===== src/rtl/keypad_scanner_nxm.sv =====
// Matrix keypad scanner for a ROWS x COLS keypad: column strobing, whole-scan debounce,
// and a first-word-fall-through event FIFO carrying press/release codes.
module keypad_scanner_nxm #(
    parameter  int ROWS       = 4,
    parameter  int COLS       = 4,
    parameter  int SCAN_DIV   = 50000,
    parameter  int DEB_SCANS  = 4,
    parameter  int FIFO_DEPTH = 8,
    localparam int KW         = $clog2(ROWS * COLS),
    localparam int CW         = $clog2(FIFO_DEPTH + 1)
) (
    input  logic            clk,
    input  logic            rst_n,
    input  logic [ROWS-1:0] row,
    output logic [COLS-1:0] col,
    output logic [KW-1:0]   key_code,
    output logic            key_release,
    output logic            key_valid,
    input  logic            key_ready,
    output logic [CW-1:0]   fifo_count,
    output logic            multi_key,
    output logic            overflow,
    input  logic            clr_overflow
);

    localparam int DIVW = $clog2(SCAN_DIV);
    localparam int COLW = $clog2(COLS);
    localparam int ROWW = (ROWS > 1) ? $clog2(ROWS) : 1;
    localparam int DCW  = $clog2(DEB_SCANS + 1);
    localparam int PW   = $clog2(FIFO_DEPTH);

    typedef enum logic [1:0] {
        IDLE,
        PRESS_DEB,
        HELD,
        REL_DEB
    } state_t;

    logic [ROWS-1:0] rowMeta_q, rowSync_q;
    logic [DIVW-1:0] divCnt_q;
    logic [COLW-1:0] colIdx_q;
    logic [1:0]      accHits_q;
    logic [KW-1:0]   accCode_q;
    logic            multi_q;

    logic            termCnt, scanEnd;
    logic [1:0]      colHits;
    logic [ROWW-1:0] firstRow;
    logic [KW-1:0]   colCode;
    logic [2:0]      hitSum;
    logic [1:0]      scanHits;
    logic [KW-1:0]   scanCode;

    state_t          state_q, state_d;
    logic [DCW-1:0]  debCnt_q, debCnt_d;
    logic [KW-1:0]   cand_q, cand_d;
    logic            push, pushRel;

    logic [KW:0]     mem_q [FIFO_DEPTH];
    logic [PW-1:0]   wrPtr_q, rdPtr_q;
    logic [CW-1:0]   count_q;
    logic            overflow_q;
    logic            pop, full, accept, drop;
    logic [KW:0]     head;

    // Rows are asynchronous pins; idle (pulled-up) level is all ones.
    always_ff @(posedge clk) begin
        if (!rst_n) begin
            rowMeta_q <= '1;
            rowSync_q <= '1;
        end else begin
            rowMeta_q <= row;
            rowSync_q <= rowMeta_q;
        end
    end

    assign termCnt = (divCnt_q == DIVW'(SCAN_DIV - 1));
    assign scanEnd = termCnt && (colIdx_q == COLW'(COLS - 1));

    always_comb begin
        colHits  = 2'd0;
        firstRow = '0;
        for (int r = ROWS - 1; r >= 0; r--) begin
            if (!rowSync_q[r]) begin
                firstRow = ROWW'(r);
                colHits  = (colHits == 2'd0) ? 2'd1 : 2'd2;
            end
        end
    end

    assign colCode = KW'(int'(colIdx_q) * ROWS + int'(firstRow));
    assign hitSum  = {1'b0, accHits_q} + {1'b0, colHits};

    // Fold the current column into the running scan totals; first key wins in scan order.
    always_comb begin
        scanHits = (hitSum >= 3'd2) ? 2'd2 : hitSum[1:0];
        scanCode = accCode_q;
        if ((accHits_q == 2'd0) && (colHits != 2'd0)) begin
            scanCode = colCode;
        end
    end

    always_ff @(posedge clk) begin
        if (!rst_n) begin
            divCnt_q  <= '0;
            colIdx_q  <= '0;
            accHits_q <= '0;
            accCode_q <= '0;
            multi_q   <= 1'b0;
        end else begin
            divCnt_q <= termCnt ? '0 : divCnt_q + 1'b1;
            if (termCnt) begin
                colIdx_q <= (colIdx_q == COLW'(COLS - 1)) ? '0 : colIdx_q + 1'b1;
                if (scanEnd) begin
                    accHits_q <= '0;
                    accCode_q <= '0;
                    multi_q   <= (scanHits == 2'd2);
                end else begin
                    accHits_q <= scanHits;
                    accCode_q <= scanCode;
                end
            end
        end
    end

    always_ff @(posedge clk) begin
        if (!rst_n) begin
            state_q  <= IDLE;
            debCnt_q <= '0;
            cand_q   <= '0;
        end else begin
            state_q  <= state_d;
            debCnt_q <= debCnt_d;
            cand_q   <= cand_d;
        end
    end

    // Debounce acts only on completed scans; while held, extra keys are ignored.
    always_comb begin
        state_d  = state_q;
        debCnt_d = debCnt_q;
        cand_d   = cand_q;
        push     = 1'b0;
        pushRel  = 1'b0;
        if (scanEnd) begin
            case (state_q)
                IDLE: begin
                    if (scanHits == 2'd1) begin
                        cand_d   = scanCode;
                        debCnt_d = DCW'(1);
                        state_d  = PRESS_DEB;
                    end
                end
                PRESS_DEB: begin
                    if ((scanHits == 2'd1) && (scanCode == cand_q)) begin
                        if (debCnt_q == DCW'(DEB_SCANS - 1)) begin
                            push     = 1'b1;
                            debCnt_d = '0;
                            state_d  = HELD;
                        end else begin
                            debCnt_d = debCnt_q + 1'b1;
                        end
                    end else begin
                        debCnt_d = '0;
                        state_d  = IDLE;
                    end
                end
                HELD: begin
                    if (scanHits == 2'd0) begin
                        debCnt_d = DCW'(1);
                        state_d  = REL_DEB;
                    end
                end
                REL_DEB: begin
                    if (scanHits == 2'd0) begin
                        if (debCnt_q == DCW'(DEB_SCANS - 1)) begin
                            push     = 1'b1;
                            pushRel  = 1'b1;
                            debCnt_d = '0;
                            state_d  = IDLE;
                        end else begin
                            debCnt_d = debCnt_q + 1'b1;
                        end
                    end else begin
                        debCnt_d = '0;
                        state_d  = HELD;
                    end
                end
                default: begin
                    debCnt_d = '0;
                    state_d  = IDLE;
                end
            endcase
        end
    end

    // A pop in the same cycle frees the slot, so a push into a full FIFO still lands.
    assign pop    = (count_q != '0) && key_ready;
    assign full   = (count_q == CW'(FIFO_DEPTH));
    assign accept = push && (!full || pop);
    assign drop   = push && full && !pop;

    always_ff @(posedge clk) begin
        if (accept) begin
            mem_q[wrPtr_q] <= {pushRel, cand_q};
        end
    end

    always_ff @(posedge clk) begin
        if (!rst_n) begin
            wrPtr_q    <= '0;
            rdPtr_q    <= '0;
            count_q    <= '0;
            overflow_q <= 1'b0;
        end else begin
            if (accept) begin
                wrPtr_q <= wrPtr_q + 1'b1;
            end
            if (pop) begin
                rdPtr_q <= rdPtr_q + 1'b1;
            end
            case ({accept, pop})
                2'b10:   count_q <= count_q + 1'b1;
                2'b01:   count_q <= count_q - 1'b1;
                default: count_q <= count_q;
            endcase
            if (drop) begin
                overflow_q <= 1'b1;
            end else if (clr_overflow) begin
                overflow_q <= 1'b0;
            end
        end
    end

    assign head        = mem_q[rdPtr_q];
    assign key_valid   = (count_q != '0);
    assign key_code    = key_valid ? head[KW-1:0] : '0;
    assign key_release = key_valid & head[KW];
    assign fifo_count  = count_q;
    assign multi_key   = multi_q;
    assign overflow    = overflow_q;
    assign col         = ~(COLS'(1) << colIdx_q);

endmodule


===== config.mk =====
export PLATFORM = sky130hd
export DESIGN_NAME = keypad_scanner_nxm
export DESIGN_NICKNAME = d
export VERILOG_FILES = /design/src/rtl/keypad_scanner_nxm.sv
export SDC_FILE = /design/constraint.sdc
export NUM_CORES = 1
export LEC_CHECK = 0
export CAP_MARGIN = 0
export CORE_ASPECT_RATIO = 0.6
export CORE_UTILIZATION = 55
export CTS_CLUSTER_DIAMETER = 40
export DETAILED_ROUTE_END_ITERATION = 16
export MAX_ROUTING_LAYER = met4
export PLACE_DENSITY = 0.72
export SLEW_MARGIN = 15
export SYNTH_ARGS = -nofsm -noshare
export SYNTH_HDL_FRONTEND = slang
export SYNTH_SLANG_ARGS = --single-unit

===== constraint.sdc =====
create_clock -name clk -period 5.7 [get_ports clk]
set_input_delay 1.14 -clock clk [delete_from_list [all_inputs] [get_ports clk]]
set_output_delay 1.14 -clock clk [all_outputs]
set_load 0.005 [all_outputs]

# --- After elaboration in Yosys (flattened, before gate mapping) ---
# Memories as Yosys holds them, arrays and structs flattened. A register that Yosys moved wholly into a read port is not among the register bits.
# Index checks and enable logic that the tools add are counted.
totals:
  ramBits: 40
  inputBits: 8
  wordCells: 114
  reg_bits: 53
  out_inout_bits: 16
  memories: 1
classes:
  shift: 1
  magnitude_cmp: 1
  n_addsub: 9
  bitwise_logic: 3
  eq_ne: 16
  muxes: 44
  n_reduce_logical: 25
memory_table:
  columns: ["name", "depth", "word_bits", "rd", "rd_clocked_by_memory_dff", "wr", "line_no", "source"]
  rows:
  - ["mem_q", 8, 5, 1, 1, 1, "59", "logic [KW:0] mem_q [FIFO_DEPTH];"]
ops:
  columns: ["op", "count"]
  rows:
  - ["$mux W2", 19]
  - ["$mux W3", 7]
  - ["$add A16 B1 Y16 const B", 1]
  - ["$eq A16 B16 Y1 const B", 1]
  - ["$logic_not A2 Y1", 6]
  - ["$mux W4", 3]
  - ["$pmux W3 S4", 1]
  - ["$mux W1", 11]
  - ["$eq A2 B2 Y1 const B", 5]
  - ["$add A3 B1 Y3 const B", 3]
  - ["$pmux W2 S4", 1]
  - ["$pmux W4 S2", 1]
  - ["$logic_and A1 B1 Y1", 7]
  - ["$eq A2 B1 Y1 const B", 3]
  - ["$ne A3 B3 Y1 const B", 2]
  - ["$reduce_and A3 Y1", 2]
  - ["$reduce_bool A2 Y1", 3]
  - ["$reduce_and A5 Y1", 1]
  - ["$add A4 B1 Y4 const B", 1]
  - ["$add A4 B2 Y4", 1]
  - ["$eq A4 B4 Y1", 1]
  - ["$eq A4 B4 Y1 const B", 1]
  - ["$ne A2 B2 Y1 const B", 2]
  - ["$not A4 Y4", 1]
  - ["14 further kinds", 15]

# --- Longest topological paths before layout ---
depth:
  word_depth: 21
  mapped_depth: 18
  depth_no_buf: 18

# --- Worst setup path after synthesis ---
# OpenSTA, ideal clock, no wires.
synth_timing:
  path_type: "reg2reg"
  from: "reg rowSync_q[2]"
  to: "reg count_q[3], in the netlist fifo_count[3]"
  path_slack_ns: 1.854
  stages_incl_launch_ff: 19
  t_required_ns: 5.628
  path_buffers: 0
  synth_period_minus_slack_ns: 3.846
  setup_ns: 0.072
  arrival_time_ns: 3.774
  cell_sequence: "dfxtp_1 > inv_1 > ha_1 > nor3_1 > a21oi_1 > o21ai_0 > ha_1 > inv_1 > fa_1 > and2_1 > nand3_1 > a211o_1 > o31ai_4 > a21oi_2 > ha_1 > a21o_1 > a21oi_1 > mux2i_1 > mux2i_1"
synth_between:
  elab_chain_cells: 18
  elab_cells_between_ends: 30
  classes_between: "add/sub: 2; order compare: 1; eq/ne: 4; mux: 15; reduce/logical: 8"
synth_rtl:
  columns: ["item", "line_no", "source"]
  rows:
  - ["start: declaration", "39", "logic [ROWS-1:0] rowMeta_q, rowSync_q;"]
  - ["start signal: assignment", "73", "rowSync_q <= rowMeta_q;"]
  - ["$mux W2", "84", "if (!rowSync_q[r]) begin"]
  - ["$logic_not A2 Y1", "86", "colHits = (colHits == 2'd0) ? 2'd1 : 2'd2;"]
  - ["$mux W2", "86", null]
  - ["$mux W2", "84", null]
  - ["$logic_not A2 Y1", "86", null]
  - ["$mux W2", "86", null]
  - ["$mux W2", "84", null]
  - ["$add A2 B2 Y3 or $reduce_bool A2 Y1 (tied branches)", "92, 98", null]
  - ["[2 not listed]", null, null]
  - ["$eq A2 B1 Y1 or $eq A4 B4 Y1 (tied branches)", "155", "if ((scanHits == 2'd1) && (scanCode == cand_q)) begin"]
  - ["$logic_and A1 B1 Y1", "155", null]
  - ["$mux W1", "155", null]
  - ["$pmux W1 S2 (*)", "146", "case (state_q)"]
  - ["$mux W1 (*)", "145", "if (scanEnd) begin"]
  - ["$logic_and A1 B1 Y1 (*)", "200", "assign accept = push && (!full || pop);"]
  - ["$eq A2 B1 Y1 or $eq A2 B2 Y1 (tied branches)", "222", "case ({accept, pop})"]
  - ["$pmux W4 S2 or $reduce_bool A2 Y1 (tied branches)", null, null]
  - ["end signal: assignment", "223", "2'b10: count_q <= count_q + 1'b1;"]
  - ["end signal: assignment", "224", "2'b01: count_q <= count_q - 1'b1;"]
  - ["end signal: assignment", "225", "default: count_q <= count_q;"]
  - ["end: declaration", "61", "logic [CW-1:0] count_q;"]
# Mark *: on every way between the ends. The rest lies on a longest branch, timed or not.
# A chain may end at the register's enable or synchronous reset.

# --- Worst setup path in the final report ---
layout_timing:
  from: "reg rowSync_q[2]"
  to: "mem mem_q[0][1] (netlist bit), enable pin"
layout_between:
  elab_chain_cells: 18
  elab_cells_between_ends: 28
  classes_between: "add/sub: 2; order compare: 1; eq/ne: 2; mux: 16; reduce/logical: 7"
layout_rtl:
  columns: ["item", "line_no", "source"]
  rows:
  - ["$mux W2", "84", null]
  - ["$logic_not A2 Y1", "86", null]
  - ["$mux W2", "86", null]
  - ["$mux W2", "84", null]
  - ["$logic_not A2 Y1", "86", null]
  - ["$mux W2", "86", null]
  - ["$mux W2", "84", null]
  - ["$add A2 B2 Y3 or $reduce_bool A2 Y1 (tied branches)", "92, 98", null]
  - ["[2 not listed]", null, null]
  - ["$eq A2 B1 Y1 or $eq A4 B4 Y1 (tied branches)", "155", null]
  - ["$logic_and A1 B1 Y1", "155", null]
  - ["$mux W1", "155", null]
  - ["$pmux W1 S2 (*)", "146", null]
  - ["$mux W1 (*)", "145", null]
  - ["$logic_and A1 B1 Y1 (*)", "200", null]
  - ["$mux W1 (*)", "204", "if (accept) begin"]
  - ["$mux W1 (not written as such) (*)", "205", "mem_q[wrPtr_q] <= {pushRel, cand_q};"]
  - ["end: declaration", "59", null]
# Marks and branches as above.

==> metrics <==
outcome=complete, no violations; fraction of final layout cells sized beyond drive strength 1=about 8.9%; total length of routed wires=9150 um; Synth Register Bits=96; area of the placeable core=0.00748 sq mm; Resized Gates After CTS=0; critical path data required time=5.67 ns; kind of launch point of the worst setup path=flop; most numerous cell types in the synthesized netlist=sky130_fd_sc_hd__dfxtp_1, sky130_fd_sc_hd__nor2_1, sky130_fd_sc_hd__edfxtp_1; Buf/Inv on CP=2; number of DRC violations after detailed routing=0; Cell Pwr Density=between 300 and 400 mW/mm^2; CTS Root Buffer Type=sky130_fd_sc_hd__clkbuf_16; via count of the first global-routing pass=2713; post-synthesis area per instance=around 11 sq um; hold path start=rowMeta_q[3]; slowest stage cell on the critical path=sky130_fd_sc_hd__nor3_1; WL/cell=17.2 um; flop-to-flop setup slack=1.27 ns; top post-synthesis cells by area=sky130_fd_sc_hd__edfxtp_1, sky130_fd_sc_hd__dfxtp_1, sky130_fd_sc_hd__mux4_2; clock sink total=96; arrival time of the worst setup path=4.40 ns; Setup-failing EPs final=0; remaining antenna violation count after routing=0; transition at the pin with the smallest max-transition slack=0.914 ns; htree depth=3; fraction of synthesis flops using an asynchronous set or reset pin=0%; most instantiated library cell after synthesis=sky130_fd_sc_hd__dfxtp_1; Post-CTS Setup Bufs=0; routed vias/inst=~5.7; gate count after technology mapping=~400; simple-gate share of the synthesized area=19.1%; Synth Area in Adders=between 5 and 6%; clock network latency to the later pin of the worst-skew pair=0.34 ns; multiplexer share of the synthesized area=8.15%; die extent in y=~71 um; pin count of the biggest net entering global routing=27; cell-internal power=roughly 1.2 mW; Critical Path Fanout Max=9; share of the synthesized area in the top cell type=27.5%; Boundary Pins=24; final weighted congestion of routability-driven global placement=0.899; total of hold buffers inserted after clock tree synthesis=0; area added between synthesis and finish=13.9%; largest area contributor in the synthesized netlist=sky130_fd_sc_hd__edfxtp_1; maximum buffer depth of the clock tree=2; number of failing hold endpoints at the final stage=0; worst hold path stage count=1; power share of the sequential group=47.4%; final global-route overflow total=0; Switching Power=0.413 mW; Iter 0 DRT Violations=353; overall routing resource usage=between 20% and 30%; Die W=117 um; end of the worst register-to-register path=mem_q[0][1]; placement row count=24; main combinational cell family by area after synthesis=simple AND/OR/NAND/NOR gates; end point of the worst hold path=rowSync_q[3]; Final Cycle Share=77.7%; setup TNS=0 ns; Max-Slew Margin vs Limit=38.9%; clock tree from TritonCTS=done; post-route clock skew=between 0.005 and 0.006 ns; part of the total power dissipated in combinational logic=around 17%; placed inst area=0.00467 sq mm; cell count of the worst reg-to-reg path=15; CP Capture Type=flop; post-CTS clock slew at the launch and capture registers of the worst setup and hold paths=0.06 ns; Levels on crit path=15; yosys warns=0; worst vdd ir=0.000192 V; final instance area=0.00497 sq mm; HPWL after DPL=6750 um; wire length of the first global-routing pass=between 10000 and 15000 um; number of flops mapped to enable cells by yosys=40; type of the setup path with the least slack=reg -> reg; switching portion of total power=25.2%; number of slew-limit violations in the final report=0; initial core utilization=58.3%; cell area after synthesis=roughly 0.0044 sq mm; top achievable clock speed=0.226 GHz; ant diodes=0; sequential fraction of the synthesis area=53.3%; routed via count=3045; Final min period=4.43 ns; Final Total Pwr=1.64 mW; Synth Net Count=425; number of nets in the final layout=approximately 450; count of input and output buffers=23; DR pass1 iterations=8; min-delay worst type=reg -> reg; ordered cell list for the critical path=inv_1 > ha_1 > nor3_1 > a21oi_1 > o21ai_0 > ha_1 > inv_1 > fa_1 > and2_1 > nand3_1 > a211o_1 > o31ai_4 > and3_1 > nand2b_1 > nor3_1; Die Area=0.00830 sq mm; static leakage=1.81 nW; slowest cell delay on critical path=0.62 ns; xor-xnor portion of the synthesized cell area=about 3.6%; complex-gate fraction of the synthesized area=7.32%; delay-heaviest family, CP=simple AND/OR/NAND/NOR gates; number of CTS-inserted buffers=9; fraction of power consumed by the clock network=35.6%; unrepaired setup endpoints after global routing=no; unique cell type count in the Yosys netlist=55; most instantiated flip-flop cell in the synthesis netlist=sky130_fd_sc_hd__dfxtp_1; number of antenna violations at the first check in global routing=0; count of max-cap constraint violations=0; startpoint of the lowest-slack register-to-register path=rowSync_q[2]
## kinds of logic after synthesis
logic type      Yosys count
simple gates            163
flops                    96
compound gates           48
buf+inv                  33
mux                      23
xor+xnor                 18
fa+ha+maj                18
## registers in the layout, summed over array words and instances (netlist names), named ones only
register and flops:
debCnt_q 3, rdPtr_q 3, overflow 1, divCnt_q 16
rowSync_q 4, wrPtr_q 3, state_q 2, rowMeta_q 4
cand_q 4, accCode_q 4, mem_q 40, fifo_count 4
accHits_q 2, multi_key 1, colIdx_q 2
## routing by layer
| layer | wire [um] | part of all wire (%) | global-route usage (%) |
|---|---|---|---|
| met5 | 0 | 0 | - |
| met2 | 3480 | 38 | 29.7 |
| met4 | 76 | 0.83 | 6.47 |
| met1 | 4810 | 53 | 40.2 |
| met3 | 792 | 8.7 | 6.43 |
## cell usage in the layout (no fill, tap or decap), types with 2 or more instances in the layout
cell                               n
sky130_fd_sc_hd__xor2_1           12
sky130_fd_sc_hd__nand4_1           5
sky130_fd_sc_hd__o31ai_1           3
sky130_fd_sc_hd__a21oi_1          18
sky130_fd_sc_hd__nor3_1           11
sky130_fd_sc_hd__o21ai_0          11
sky130_fd_sc_hd__a22o_1            2
sky130_fd_sc_hd__clkbuf_16         9
sky130_fd_sc_hd__and3_1            6
sky130_fd_sc_hd__inv_1            22
sky130_fd_sc_hd__nand3_1          15
sky130_fd_sc_hd__mux4_2           10
sky130_fd_sc_hd__ha_1             16
sky130_fd_sc_hd__nand3b_1          3
sky130_fd_sc_hd__mux2i_1          13
sky130_fd_sc_hd__xnor2_1           6
sky130_fd_sc_hd__or2_2             3
sky130_fd_sc_hd__nand2_1          35
sky130_fd_sc_hd__clkdlybuf4s50_1  23
sky130_fd_sc_hd__edfxtp_1         40
sky130_fd_sc_hd__nand2b_1         14
sky130_fd_sc_hd__or4b_2            3
sky130_fd_sc_hd__dfxtp_1          56
sky130_fd_sc_hd__nor2b_1           4
sky130_fd_sc_hd__fa_1              2
sky130_fd_sc_hd__or3_1             2
sky130_fd_sc_hd__nor2_1           47
sky130_fd_sc_hd__and2_1            3
## worst max path at each step
stage | slack (ns) | from | endpoint
global route | 0.94 | rowSync_q[2] | mem_q[0][3]
finish | 1.27 | rowSync_q[2] | mem_q[0][1]
CTS | 1.31 | rowSync_q[2] | mem_q[0][3]
global placement | 1.63 | rowSync_q[2] | mem_q[1][3]
floorplan | 1.85 | rowSync_q[2] | fifo_count[3]
detailed placement | 1.33 | rowSync_q[2] | mem_q[0][3]
## stage by stage
stage               setup slack [ns]  hold WS (ns)  instances  utilization [%]
CTS                             1.31         0.407        531             66.3
finish                          1.27         0.404        531             66.4
detailed placement              1.33         0.392        515             62.5
floorplan                       1.85         0.386        399                -
global route                   0.943         0.421        531             66.4
global placement                1.63         0.394        515             62.5
## power groups by stage
stage | sequential [mW] | combinational (mW) | clock, mW
after floorplan | 0.763 | 0.195 | 0
after global placement | 0.789 | 0.269 | 0
after detailed placement | 0.791 | 0.274 | 0
after CTS | 0.776 | 0.276 | 0.591
after global routing | 0.782 | 0.309 | 0.614
final | 0.776 | 0.278 | 0.582
## layout make-up
cell class / instances / area, sq um
well taps: 104 / 130
multi-input cells: 270 / 1910
flip-flops and latches: 96 / 2320
clock inverters: 6 / 60.1
repair buffers: 23 / 230
inverters: 22 / 82.6
fillers: 574 / 2510
clock buffers: 10 / 229
Note: power is estimated with default switching activity, not from simulation.
